`config.mk`:
```
export PLATFORM = sky130hd
export DESIGN_NAME = vga_timing_gen
export DESIGN_NICKNAME = d
export VERILOG_FILES = /design/src/rtl/vga_timing_gen.sv
export SDC_FILE = /design/constraint.sdc
export NUM_CORES = 1
export LEC_CHECK = 0
export CORE_ASPECT_RATIO = 1.75
export CORE_MARGIN = 4
export CORE_UTILIZATION = 50
export DETAILED_ROUTE_END_ITERATION = 7
export PLACE_DENSITY = 0.79
export SLEW_MARGIN = 20
export SYNTH_ARGS = -nofsm -noshare
export SYNTH_HDL_FRONTEND = slang
export SYNTH_SLANG_ARGS = --single-unit
```
`constraint.sdc`:
```
create_clock -name vga_clk -period 2.6 [get_ports vga_clk]
set_clock_uncertainty 0.15 [all_clocks]
set_input_delay 0.26 -clock vga_clk [delete_from_list [all_inputs] [get_ports vga_clk]]
set_output_delay 0.26 -clock vga_clk [all_outputs]
set_load 0.05 [all_outputs]
```
`src/rtl/vga_timing_gen.sv`:
```
// vga_timing_gen: free-running 640x480@60 VGA raster timing generator.
// Counters advance on pix_en; hs/vs/blank are decoded from the next counter
// state and registered together with DrawX/DrawY, so all outputs line up
// in the same cycle. Timing parameters default to the standard 800x525 raster.
// Optional feature: define VGA_FRAME_COUNT_EN to enable the 8-bit frame counter;
// without it frame_count is tied to zero.
module vga_timing_gen #(
    parameter int H_VISIBLE = 640,
    parameter int H_FRONT   = 16,
    parameter int H_SYNC    = 96,
    parameter int H_BACK    = 48,
    parameter int V_VISIBLE = 480,
    parameter int V_FRONT   = 10,
    parameter int V_SYNC    = 2,
    parameter int V_BACK    = 33
) (
    input  logic       vga_clk,
    input  logic       reset,
    input  logic       pix_en,
    output logic [9:0] DrawX,
    output logic [9:0] DrawY,
    output logic       hs,
    output logic       vs,
    output logic       blank,
    output logic       frame_start,
    output logic [7:0] frame_count
);

    // Terminal counts and decode boundaries (sync window end is exclusive)
    localparam logic [9:0] H_LAST       = 10'(H_VISIBLE + H_FRONT + H_SYNC + H_BACK - 1);
    localparam logic [9:0] H_SYNC_START = 10'(H_VISIBLE + H_FRONT);
    localparam logic [9:0] H_SYNC_END   = 10'(H_VISIBLE + H_FRONT + H_SYNC);
    localparam logic [9:0] H_VIS_END    = 10'(H_VISIBLE);
    localparam logic [9:0] V_LAST       = 10'(V_VISIBLE + V_FRONT + V_SYNC + V_BACK - 1);
    localparam logic [9:0] V_SYNC_START = 10'(V_VISIBLE + V_FRONT);
    localparam logic [9:0] V_SYNC_END   = 10'(V_VISIBLE + V_FRONT + V_SYNC);
    localparam logic [9:0] V_VIS_END    = 10'(V_VISIBLE);

    logic [9:0] r_draw_x;
    logic [9:0] r_draw_y;
    logic       r_hs;
    logic       r_vs;
    logic       r_blank;
    logic       r_frame_start;

    logic       w_x_last;
    logic       w_y_last;
    logic       w_frame_wrap;
    logic [9:0] w_x_next;
    logic [9:0] w_y_next;
    logic       w_hs_next;
    logic       w_vs_next;
    logic       w_blank_next;

    // Next-position logic; ">=" lets a corrupted out-of-range count recover to 0
    always_comb begin
        w_x_last     = (r_draw_x >= H_LAST);
        w_y_last     = (r_draw_y >= V_LAST);
        w_frame_wrap = w_x_last && w_y_last;
        w_x_next     = w_x_last ? 10'd0 : r_draw_x + 10'd1;
        if (w_x_last) begin
            w_y_next = w_y_last ? 10'd0 : r_draw_y + 10'd1;
        end else if (r_draw_y > V_LAST) begin
            w_y_next = 10'd0;
        end else begin
            w_y_next = r_draw_y;
        end
    end

    // Decode sync/blank from the next position so they register alongside it
    always_comb begin
        w_hs_next    = !((w_x_next >= H_SYNC_START) && (w_x_next < H_SYNC_END));
        w_vs_next    = !((w_y_next >= V_SYNC_START) && (w_y_next < V_SYNC_END));
        w_blank_next = (w_x_next < H_VIS_END) && (w_y_next < V_VIS_END);
    end

    // Raster state: reset wins, otherwise step only when pix_en is high
    always_ff @(posedge vga_clk or posedge reset) begin
        if (reset) begin
            r_draw_x      <= 10'd0;
            r_draw_y      <= 10'd0;
            r_hs          <= 1'b1;
            r_vs          <= 1'b1;
            r_blank       <= 1'b1;
            r_frame_start <= 1'b0;
        end else if (pix_en) begin
            r_draw_x      <= w_x_next;
            r_draw_y      <= w_y_next;
            r_hs          <= w_hs_next;
            r_vs          <= w_vs_next;
            r_blank       <= w_blank_next;
            r_frame_start <= w_frame_wrap;
        end else begin
            r_frame_start <= 1'b0;
        end
    end

`ifdef VGA_FRAME_COUNT_EN
    logic [7:0] r_frame_count;

    // Frame counter steps on the same edge that raises frame_start; wraps mod 256
    always_ff @(posedge vga_clk or posedge reset) begin
        if (reset) begin
            r_frame_count <= 8'd0;
        end else if (pix_en && w_frame_wrap) begin
            r_frame_count <= r_frame_count + 8'd1;
        end
    end

    assign frame_count = r_frame_count;
`else
    assign frame_count = 8'd0;
`endif

    assign DrawX       = r_draw_x;
    assign DrawY       = r_draw_y;
    assign hs          = r_hs;
    assign vs          = r_vs;
    assign blank       = r_blank;
    assign frame_start = r_frame_start;

endmodule
```
==> qor.yml, run 1 <==
status: "finished, final reports clean"
ys_types: 44
dp_hpwl_mm: 2.90
antenna_found_initial: 0
vdd_drop_max_mv: 0.591
start_util: 0.517
clk_pin_slew_ps: 80
reg2reg_from: "DrawX[0]"
path_buf_inv: 0
syn_area_sq_mm: 0.00161
syn_avg_cell_area_sq_um: 8.63
post_drt_wl_per_cell_um: 15.4
insertion_delay_ps: 270
tns_ps: 0
h-tree-depth: 1
postRouteAntennaNets: 0
max_slew_margin: 0.663
drive_gt1_frac: 0.0821
synth_area_leaders: "dfrtp_1 (33%), o21ai_0 (5.6%), nand2_1 (5.4%)"
clock_sinks: 24
hold_viol_final: 0
post_cts_buffers: 0
hold_path.class: "primary input to asynchronous set/reset pin"
fin_crit_sh: 0.888
cp.arrival_ps: 2350
cts_tree: "yes"
power.leakage_nw: 0.771
synth_async_sr_flop_share: 1.00
synth-edff-count: 0
via_count: 1474
grt.total_usage: 0.199
start_kind: "register"
maxSlewViolCount: 0
rsz0062_at_grt: "false"
total_power_mw: 1.49
pwr_density_cell_mw_per_mm2: 786
grt_max_degree: 32
syn_inst: 186
grt-ovfl-total: 0
critical_path.startpoint: "DrawX[0]"
synth_area_leader_cell: "dfrtp_1"
wirelength_mm: 3.84
syn2layout_area_growth_pct: 17.9
grt_pass1_vias: 1382
vias_per_cell: 5.90
drt_first_pass_iters: 6
cts_resized: 0
cpLargestDelayFamily: "compound AO/OA/AOI/OAI gates"
crit_path_max_incr_delay_ps: 460
synth_top_area_frac: 0.327
cts-root-buf: "clkbuf_8"
setup_ws_ps: 291
clockBufferDepth: 2
layout.nets: 214
drt_iter0_drc: 53
critPathCaptureType: "register"
yosysSeqAreaShare: 0.376
path_class: "register to register"
grt_pass1_wl_mm: 6.55
portBuffers: 26
die_y_um: 83.0
drv_cap: 0
tightest_slew_ps: 503
drc_errors: 0
pre_cts_slack_ps: 315
ys_ff_latch: 24
gp_congestion: 0.956
reg2regPathDepth: 6
cts_buffers: 3
r2r_end: "blank"
yosys_warnings: 0
cpMaxStageDelayCell: "o41a_1"
row_count: 27
fin_crit_ps: 2310
critical_path_required_ps: 2640
crit_chain: "ha_1, and4_4, o41a_1, a21o_1, a221oi_2, o32ai_1"
setup_viol: 0
ys_top_cells_by_count: "nand2_1 (23), dfrtp_1 (21), o21ai_0 (18), nor2_1 (14), nand3_1 (9)"
die_area_sq_mm: 0.00422
final_util: 0.609
core-area_sq_mm: 0.00311
fmax_mhz: 433
io_pins: 35
synth_flop_cell: "dfrtp_1"
chipWidth_um: 50.8
worst-path-max-fanout: 11
cts_hold_buf: 0
diodes: 0
yosys.cell_count.top_type: "nand2_1"
ff2ff_setup_slack_ps: 290
kinds of logic after synthesis:
family | count (synthesis) | synth area share
adder cells (fa/ha/maj) | 3 | 0.0234
flip-flops | 24 | 0.376
buffers and inverters | 27 | 0.0935
multiplexers | 5 | 0.0343
AO/OA/AOI/OAI | 53 | 0.239
AND/OR/NAND/NOR | 68 | 0.204
XOR/XNOR | 5 | 0.0273
other | 1 | 0.00234
worst register-to-register path: stages, from the launching register on:
cell and delay [ps]:
dfrtp_1 430, ha_1 260, and4_4 240, o41a_1 460, a21o_1 260, a221oi_2 310
o32ai_1 130
state kept, by name, indices dropped and copies added, names as in the netlist:
register / cells
hs: 1
DrawX: 10
DrawY: 10
blank: 1
frame_start: 1
vs: 1
how the worst max path moves through the flow:
stage	to	cells after the start
finish	blank	6
global route	DrawY[0]	7
CTS	blank	6
detailed placement	blank	6
global placement	blank	6
floorplan	blank	8
cell usage in the layout (no fill, tap or decap), types with 3 or more instances in the layout:
| cell | instances |
|---|---|
| nand2_1 | 23 |
| nand3_1 | 9 |
| xor2_1 | 3 |
| buf_4 | 3 |
| nor2_1 | 14 |
| nand4_1 | 4 |
| nor3_1 | 4 |
| dfrtp_1 | 21 |
| conb_1 | 8 |
| a22o_1 | 3 |
| o21a_1 | 3 |
| and3_1 | 3 |
| ha_1 | 3 |
| clkdlybuf4s50_1 | 26 |
| nor3b_1 | 3 |
| o31ai_1 | 5 |
| clkbuf_8 | 3 |
| mux2_2 | 4 |
| a21oi_1 | 7 |
| o21ai_0 | 18 |
| dfstp_2 | 3 |
| inv_1 | 8 |
| a31oi_1 | 3 |
per-stage QoR:
step / instance area, sq um / hold slack, ps / cells
global route: 1890 / 217 / 250
global placement: 1850 / 330 / 246
floorplan: 1630 / 122 / 193
detailed placement: 1850 / 329 / 246
CTS: 1890 / 191 / 250
finish: 1890 / 183 / 250
routing by layer:
metal / GRT usage / vias up / wire (um)
li1: - / 695 / -
met1: 0.221 / 717 / 1470
met2: 0.348 / 49 / 2130
met3: 0.0269 / 13 / 113
met4: 0.118 / 0 / 129
met5: 0 / - / 0
power breakdown:
part / total [mW] / switching [mW] / internal (mW)
Sequential: 0.578 / 0.129 / 0.449
Combinational: 0.683 / 0.450 / 0.233
Clock: 0.228 / 0.118 / 0.110
Total: 1.49 / 0.697 / 0.792
final cells by class:
cell class | count | area, sq um
Timing Repair Buffer | 29 | 283
Clock buffer | 4 | 45.0
Multi-Input combinational cell | 142 | 877
Tap cell | 43 | 53.8
Sequential cell | 24 | 604
Inverter | 8 | 30.0
Fill cell | 289 | 1210
Note: power is estimated with default switching activity, not from simulation.
==> run 2: changes to the inputs <==
Settings changed: CAP_MARGIN set to 20.
==> results of run 2 <==
The final DEF is identical to that of run 1; final timing and power are the same.
